File: src/rtl/seq_tx_if.sv
// Handshake and serial-line bundle between a pattern source and seq_tx.
// The master side requests transmissions and watches the line; the slave
// side (seq_tx) accepts requests and drives the serial output.
interface seq_tx_if #(
   parameter int WIDTH = 4,
   parameter int CNT_W = 4,
   parameter int GAP_W = 3
);
   // Request side
   logic             start;
   logic [WIDTH-1:0] pattern;
   logic [CNT_W-1:0] repeats;
   logic [GAP_W-1:0] gap;

   // Serial line and status
   logic             x;
   logic             valid;
   logic             busy;
   logic             done;

   modport master (
      output start, pattern, repeats, gap,
      input  x, valid, busy, done
   );

   modport slave (
      input  start, pattern, repeats, gap,
      output x, valid, busy, done
   );
endinterface : seq_tx_if

File: src/rtl/seq_tx.sv
// Serial pattern transmitter. Latches a WIDTH-bit pattern on start and
// shifts it out MSB-first on x, one bit per clock, repeating it a
// programmable number of times with a programmable idle gap between
// repetitions. Every output is a register; nothing passes combinationally
// from the request inputs to the line.
module seq_tx #(
   parameter int WIDTH = 4,
   parameter int CNT_W = 4,
   parameter int GAP_W = 3
) (
   input logic    clk,
   input logic    reset,
   seq_tx_if.slave bus
);

   // Bit counter must be able to hold the value WIDTH itself.
   localparam int BIT_W = $clog2(WIDTH + 1);

   typedef enum logic [1:0] {
      IDLE,
      SHIFT,
      GAP,
      FIN
   } state_t;

   state_t           state_q, state_d;

   // Latched request; only these copies are used once a transfer starts.
   logic [WIDTH-1:0] pat_q,     pat_d;
   logic [CNT_W-1:0] rep_q,     rep_d;      // repetitions remaining, incl. current
   logic [GAP_W-1:0] gap_q,     gap_d;

   // Datapath counters.
   logic [WIDTH-1:0] shift_q,   shift_d;    // bits still to send, MSB next
   logic [BIT_W-1:0] bit_cnt_q, bit_cnt_d;  // bits already placed on x this repetition
   logic [GAP_W-1:0] gap_cnt_q, gap_cnt_d;  // idle cycles already spent in GAP

   // Registered outputs.
   logic             x_q,     x_d;
   logic             valid_q, valid_d;
   logic             busy_q,  busy_d;
   logic             done_q,  done_d;

   // Shared reload path: the first bit goes straight to x, the rest wait in
   // the shift register. Used on start accept, after a gap and back-to-back.
   logic             load_en;
   logic [WIDTH-1:0] load_src;

   // Next-state and next-output computation for every register.
   always_comb begin
      // NOTE: every _d signal gets a default before the case so that no path
      // leaves one unassigned, which would otherwise infer a latch.
      state_d   = state_q;
      pat_d     = pat_q;
      rep_d     = rep_q;
      gap_d     = gap_q;
      shift_d   = shift_q;
      bit_cnt_d = bit_cnt_q;
      gap_cnt_d = gap_cnt_q;
      x_d       = x_q;
      valid_d   = valid_q;
      busy_d    = busy_q;
      done_d    = 1'b0;
      load_en   = 1'b0;
      load_src  = pat_q;

      unique case (state_q)
         IDLE: begin
            if (bus.start) begin
               pat_d = bus.pattern;
               rep_d = bus.repeats;
               gap_d = bus.gap;
               if (bus.repeats != '0) begin
                  load_en  = 1'b1;
                  load_src = bus.pattern;
               end else begin
                  // Nothing to send: report completion straight away.
                  state_d = FIN;
                  done_d  = 1'b1;
               end
            end
         end

         SHIFT: begin
            if (bit_cnt_q == BIT_W'(WIDTH)) begin
               // Last bit of this repetition has just been on the line.
               if (rep_q > CNT_W'(1)) begin
                  rep_d = rep_q - CNT_W'(1);
                  if (gap_q != '0) begin
                     state_d   = GAP;
                     gap_cnt_d = GAP_W'(1);
                     x_d       = 1'b0;
                     valid_d   = 1'b0;
                     busy_d    = 1'b1;
                  end else begin
                     // No gap: next repetition follows without a bubble.
                     load_en  = 1'b1;
                     load_src = pat_q;
                  end
               end else begin
                  state_d   = FIN;
                  rep_d     = '0;
                  bit_cnt_d = '0;
                  x_d       = 1'b0;
                  valid_d   = 1'b0;
                  busy_d    = 1'b0;
                  done_d    = 1'b1;
               end
            end else begin
               x_d       = shift_q[WIDTH-1];
               shift_d   = shift_q << 1;
               bit_cnt_d = bit_cnt_q + BIT_W'(1);
            end
         end

         GAP: begin
            if (gap_cnt_q == gap_q) begin
               gap_cnt_d = '0;
               load_en   = 1'b1;
               load_src  = pat_q;
            end else begin
               gap_cnt_d = gap_cnt_q + GAP_W'(1);
            end
         end

         FIN: begin
            // start is deliberately not looked at here.
            state_d = IDLE;
         end

         default: begin
            state_d = IDLE;
            x_d     = 1'b0;
            valid_d = 1'b0;
            busy_d  = 1'b0;
         end
      endcase

      if (load_en) begin
         state_d   = SHIFT;
         x_d       = load_src[WIDTH-1];
         shift_d   = {load_src[WIDTH-2:0], 1'b0};
         bit_cnt_d = BIT_W'(1);
         valid_d   = 1'b1;
         busy_d    = 1'b1;
      end
   end

   // State, latched request, counters and outputs; asynchronous reset aborts
   // any transfer without producing done.
   always_ff @(posedge clk or posedge reset) begin
      if (reset) begin
         state_q   <= IDLE;
         pat_q     <= '0;
         rep_q     <= '0;
         gap_q     <= '0;
         shift_q   <= '0;
         bit_cnt_q <= '0;
         gap_cnt_q <= '0;
         x_q       <= 1'b0;
         valid_q   <= 1'b0;
         busy_q    <= 1'b0;
         done_q    <= 1'b0;
      end else begin
         // NOTE: non-blocking assignments here so every register samples the
         // values computed for this edge, independent of statement order.
         state_q   <= state_d;
         pat_q     <= pat_d;
         rep_q     <= rep_d;
         gap_q     <= gap_d;
         shift_q   <= shift_d;
         bit_cnt_q <= bit_cnt_d;
         gap_cnt_q <= gap_cnt_d;
         x_q       <= x_d;
         valid_q   <= valid_d;
         busy_q    <= busy_d;
         done_q    <= done_d;
      end
   end

   assign bus.x     = x_q;
   assign bus.valid = valid_q;
   assign bus.busy  = busy_q;
   assign bus.done  = done_q;

endmodule : seq_tx
File: src/flat_wrapper.sv
// flat-port wrapper written by rule: the top's interface ports become plain ports
module seq_tx_flat 
#(
   parameter int WIDTH = 4,
   parameter int CNT_W = 4,
   parameter int GAP_W = 3
)
  (clk, reset, bus_start, bus_pattern, bus_repeats, bus_gap, bus_x, bus_valid, bus_busy, bus_done);
  seq_tx_if #(.WIDTH(WIDTH), .CNT_W(CNT_W), .GAP_W(GAP_W)) bus_i ();
  input logic clk;
  input logic reset;
  input wire logic [$bits(bus_i.start)-1:0] bus_start;
  input wire logic [$bits(bus_i.pattern)-1:0] bus_pattern;
  input wire logic [$bits(bus_i.repeats)-1:0] bus_repeats;
  input wire logic [$bits(bus_i.gap)-1:0] bus_gap;
  output wire logic [$bits(bus_i.x)-1:0] bus_x;
  output wire logic [$bits(bus_i.valid)-1:0] bus_valid;
  output wire logic [$bits(bus_i.busy)-1:0] bus_busy;
  output wire logic [$bits(bus_i.done)-1:0] bus_done;
  assign bus_i.start = bus_start;
  assign bus_i.pattern = bus_pattern;
  assign bus_i.repeats = bus_repeats;
  assign bus_i.gap = bus_gap;
  assign bus_x = bus_i.x;
  assign bus_valid = bus_i.valid;
  assign bus_busy = bus_i.busy;
  assign bus_done = bus_i.done;
  seq_tx #(.WIDTH(WIDTH), .CNT_W(CNT_W), .GAP_W(GAP_W)) u_core (.clk(clk), .reset(reset), .bus(bus_i));
endmodule
File: config.mk
export PLATFORM = sky130hd
export DESIGN_NAME = seq_tx_flat
export DESIGN_NICKNAME = d
export VERILOG_FILES = /design/src/rtl/seq_tx_if.sv /design/src/rtl/seq_tx.sv /design/src/flat_wrapper.sv
export SDC_FILE = /design/constraint.sdc
export NUM_CORES = 1
export LEC_CHECK = 0
export CAP_MARGIN = 15
export CORE_MARGIN = 10
export CORE_UTILIZATION = 23
export CTS_CLUSTER_DIAMETER = 200
export DETAILED_ROUTE_END_ITERATION = 16
export DONT_BUFFER_PORTS = 1
export GPL_ROUTABILITY_DRIVEN = 0
export PLACE_DENSITY_LB_ADDON = 0.12
export RECOVER_POWER = 25
export SYNTH_ARGS = -nofsm -noshare
export SYNTH_HDL_FRONTEND = slang
export SYNTH_SLANG_ARGS = --single-unit
export TNS_END_PERCENT = 5
File: constraint.sdc
create_clock -name clk -period 2.1 [get_ports clk]
set_input_delay 0.105 -clock clk [delete_from_list [all_inputs] [get_ports clk]]
set_output_delay 0.105 -clock clk [all_outputs]
set_load 0.05 [all_outputs]
Word-level counts from Yosys, hierarchy flattened
Index checks and enable logic that the tools add are counted.
{"block": "totals", "regBits": 27, "input_bits": 14, "word_cells": 99}
{"block": "classes", "add_sub_neg": 3, "magnitude_cmp": 1, "eq_ne": 17, "muxes": 51, "n_reduce_logical": 16}
{"cell": "two-way mux 4 bit", "n": 9}
{"cell": "two-way mux 3 bit", "n": 8}
{"cell": "two-way mux 1 bit", "n": 23}
{"cell": "two-way mux 2 bit", "n": 6}
{"cell": "inequality test 3 x 2 -> 1 bit (second input constant)", "n": 4}
{"cell": "inequality test 2 x 1 -> 1 bit (second input constant)", "n": 4}
{"cell": "inequality test 4 x 3 -> 1 bit (second input constant)", "n": 2}
{"cell": "case mux 4 bit (2 select lines)", "n": 1}
{"cell": "AND reduction 2 bit", "n": 4}
{"cell": "nonzero test 2 bit", "n": 4}
{"cell": "nonzero test 4 bit", "n": 2}
{"cell": "adder 3 x 1 -> 3 bit (second input constant)", "n": 2}
{"cell": "case mux 2 bit (3 select lines)", "n": 1}
{"cell": "case mux 3 bit (2 select lines)", "n": 1}
{"cell": "AND reduction 3 bit", "n": 2}
{"cell": "AND reduction 5 bit", "n": 1}
{"cell": "equality test 2 bit (second input constant)", "n": 2}
{"cell": "> comparator 4 x 1 -> 1 bit (second input constant)", "n": 1}
{"cell": "AND reduction 4 bit", "n": 1}
{"cell": "subtractor 4 x 1 -> 4 bit (second input constant)", "n": 1}
{"cell": "equality test 3 bit", "n": 1}
{"cell": "equality test 3 bit (second input constant)", "n": 1}
{"cell": "inequality test 3 x 1 -> 1 bit (second input constant)", "n": 1}
{"cell": "case mux 1 bit (3 select lines)", "n": 1}
{"cell": "other kinds (5)", "n": 5}

Longest topological paths before layout
{"block": "logic_depth", "depth_word": 7, "ltp_mapped": 7, "depth_no_buf": 6}

Worst setup path after synthesis
No wires, ideal clock.
{"block": "synth_timing", "path_type": "reg-to-reg", "start": "reg u_core.rep_q[0]", "end": "reg u_core.gap_cnt_q[2]", "arrival_time_ns": 1.645, "t_required_ns": 1.974, "setup_slack_ns": 0.329, "stages_incl_launch_ff": 7, "path_cell_list": "dfrtp_1 inv_1 ha_1 or2_2 a211oi_1 a21oi_1 a221o_1"}
{"block": "synth_between", "elab_chain_cells": 3}
{"element": "start, declared", "line_no": "seq_tx.sv:30", "source": "logic [CNT_W-1:0] rep_q, rep_d;"}
{"element": "start signal, assigned", "line_no": "seq_tx.sv:169", "source": "rep_q <= rep_d;"}
{"element": "> comparator 4 x 1 -> 1 bit", "line_no": "seq_tx.sv:87", "source": "if (rep_q > CNT_W'(1)) begin"}
{"element": "inequality test 2 x 1 -> 1 bit (no source line)"}
{"element": "AND reduction 4 bit (no source line)"}
{"element": "end signal, assigned", "line_no": "seq_tx.sv:173", "source": "gap_cnt_q <= gap_cnt_d;"}
{"element": "end, declared", "line_no": "seq_tx.sv:36", "source": "logic [GAP_W-1:0] gap_cnt_q, gap_cnt_d;"}
Every way passes these cells.
A chain may end at the register's enable or synchronous reset.

Worst setup path in the final report
Ends and elaborated chain as after synthesis.

==> metrics.cfg <==
[status]
status = finished, final reports clean

[cells_and_area]
diodes = 0
area_delta_synth_final_pct = 15.9
final_common_cell = dfrtp_1
final_util = 0.274
fillCellCount = 662
layout-drive-gt1-share = 0.138
layout_common_cells = dfrtp_1 (26), nand2_1 (14), a21oi_1 (12)
nets = 179

[yosys]
ys.warnings.count = 0
syn_nets = 167
synth.area.top_cells = dfrtp_1 (43%), mux2_2 (6.8%), ha_1 (4.2%), a21oi_1 (4.0%), mux2i_1 (4.0%)
synthFlopType = dfrtp_1
synthCells = 148
synth_area_leader_cell = dfrtp_1
synth-xor-area-share = 0.0175
yosys.area_share.adder = 0.0417
synthSimpleGateAreaFrac = 0.184
synth_seq_cells = 26
synth_mux_area_frac = 0.108
synth_area_um2 = 1500
postSynthAreaPerCell_um2 = 10.1
synth_seq_area_share = 0.434
synth-edff-count = 0
synth_top_area_frac = 0.434
synth_compound_area_frac = 0.174
synth_top_family_by_area = simple AND/OR/NAND/NOR gates
synth_cell_types = 44
synthArstFlopShare = 1.00

[route]
wl_um = 3600
drt_first_pass_iters = 4
first_iter_violations = 88
post_drt_wl_per_cell_um = 15.2
drt.antenna.violating_nets = 0
vias_per_cell = 4.81
vias = 1134
drc = 0

[floorplan]
die_w_um = 101
start_util = 0.236
core_um2 = 6350
ios = 18
num_rows = 29
dieArea_um2 = 10100
die_y_um = 101

[critical_path]
timing.rr.start = u_core.rep_q[0]
r2r-end = u_core.gap_cnt_q[2]
worst-path-max-fanout = 5
worst-path-buf-inv = 1
cp_num_cells = 6
cp_top_family = compound AO/OA/AOI/OAI gates
reg2reg_slack_ns = 0.13
crit_path_start = u_core.rep_q[0]
critPathSlowestCell = dfrtp_1
required_ns = 2.27
criticalPathCategory = reg -> reg
endpoint = u_core.gap_cnt_q[2]
cp-start-kind = flop
max_stage_delay_ns = 0.40
reg2reg_depth = 6
critical_path_arrival_ns = 2.14
worstPathCellList = inv_1 > ha_1 > or2_2 > a211oi_1 > a21oi_1 > a221o_1
cp-end-kind = flop

[global_routing]
use_met3 = 0.0233
grt_pass1_wl_um = 6250
grt_max_degree = 27
met2_usage = 0.126
antenna_found_initial = 0
grt_remaining_overflow = 0
grt_use_total = 0.0753
first_global_vias = 1250
met1_usage = 0.0930
grt-busiest-layer = met2

[power_and_ir_drop]
power_density_nw_per_um2 = 1490
ir_drop_mv = 0.485
power.total_uw = 2580
p_leak_uw = 0.000745

[timing]
fin_skew_ns = 0.00187
tightest_slew_ns = 1.49
min_period_ns = 1.97
rsz0062_at_grt = no
hold_violations = 0
fin_crit_sh = 0.939
setup_tns_ns = 0
slew_violations = 0
max_slew_margin = 0.00875
max_clock_freq_mhz = 507
setup_viol = 0

[clocking]
clock_sinks = 26
hold_buffers = 8
ctsRootBufferMaster = clkbuf_8
ctsResizeCount = 0
clock_latency_ns = 0.27
post_cts_buffers = 0
tritoncts = done
cts_made_buffers = 3
ctsHtreeMaxLevel = 1
clk_path_buf_depth = 2
clk_pin_slew_ns = 0.10

[placement]
numPortBuffers = 0
dp_hpwl_um = 2750

[hold_path]
hp-class = in -> reg

[job]
cap_viol_max_count = 0

-- metrics by stage --
stage,hold slack [ns],worst slack (ns),instance area [um2],std cells
3_3_place_gp,0.0899,0.208,1590,224
2_1_floorplan,0.145,0.329,1500,148
4_1_cts,0.0401,0.123,1740,236
5_1_grt,0.0537,0.0250,1740,236
6_report,0.0464,0.129,1740,236
3_5_place_dp,0.0943,0.147,1590,224
-- synth_stat cells, types with 2 or more instances --
cell type / count
or2_2: 2
nor2b_1: 3
o21ai_0: 7
a21boi_0: 2
a21oi_1: 12
nand4_1: 2
nor2_1: 6
nand2_1: 14
mux2_2: 9
clkbuf_1: 2
ha_1: 5
nand3_1: 2
nor3_1: 3
o211ai_2: 2
buf_6: 2
xor2_1: 3
o211ai_1: 3
nand2b_1: 4
dfrtp_1: 26
inv_1: 7
o311a_1: 2
mux2i_1: 6
a22o_1: 2
or3_1: 2
-- logic make-up (layout without fill, tap and decap cells) --
logic type | Yosys count | count (layout)
AO/OA/AOI/OAI | 38 | 38
XOR/XNOR | 3 | 3
adder cells (fa/ha/maj) | 5 | 5
buffers and inverters | 12 | 23
flip-flops | 26 | 26
multiplexers | 15 | 15
AND/OR/NAND/NOR | 49 | 49
-- routing by layer --
| layer | vias to the layer above | share of wire |
|---|---|---|
| met4 | 0 | 0 |
| li1 | 564 | - |
| met3 | 0 | 0.045 |
| met2 | 19 | 0.48 |
| met5 | - | 0 |
| met1 | 551 | 0.48 |
-- worst register-to-register path, stage by stage (launching register included) --
cell and delay (ns):
dfrtp_1 0.40, inv_1 0.07, ha_1 0.23, or2_2 0.35, a211oi_1 0.33, a21oi_1 0.17, a221o_1 0.31
-- where the power goes --
part	internal (uW)	switching (uW)	leakage, uW
Clock	255	172	0.0000357
Sequential	720	265	0.000314
Combinational	518	655	0.000395
Total	1490	1090	0.000745
-- cell type report --
type | count | area, um2 | share of cell area
Sequential cell | 26 | 651 | 0.374
Tap cell | 77 | 96.3 | 0.0554
Clock buffer | 3 | 41.3 | 0.0238
Timing Repair Buffer | 12 | 106 | 0.0612
Inverter | 7 | 26.3 | 0.0151
Clock inverter | 1 | 30.0 | 0.0173
Multi-Input combinational cell | 110 | 787 | 0.453
-- worst min path at each step --
stage / slack, ns / start / end / cells past startpoint
floorplan: 0.15 / reset / u_core.bit_cnt_q[0] / 1
global placement: 0.09 / reset / u_core.pat_q[3] / 2
detailed placement: 0.09 / reset / u_core.pat_q[3] / 2
CTS: 0.04 / bus_repeats[2] / u_core.rep_q[2] / 2
global route: 0.05 / bus_pattern[1] / u_core.shift_q[2] / 2
finish: 0.05 / bus_pattern[1] / u_core.shift_q[2] / 2
-- sequential cells by signal, summed over array words and instances (netlist names) --
signal,count
u_core.bus.x,1
u_core.rep_q,4
u_core.shift_q,3
u_core.gap_cnt_q,3
u_core.bus.busy,1
u_core.bit_cnt_q,3
u_core.state_q,2
u_core.bus.done,1
u_core.gap_q,3
u_core.pat_q,4
u_core.bus.valid,1
Power figures use the tool's default switching activity.
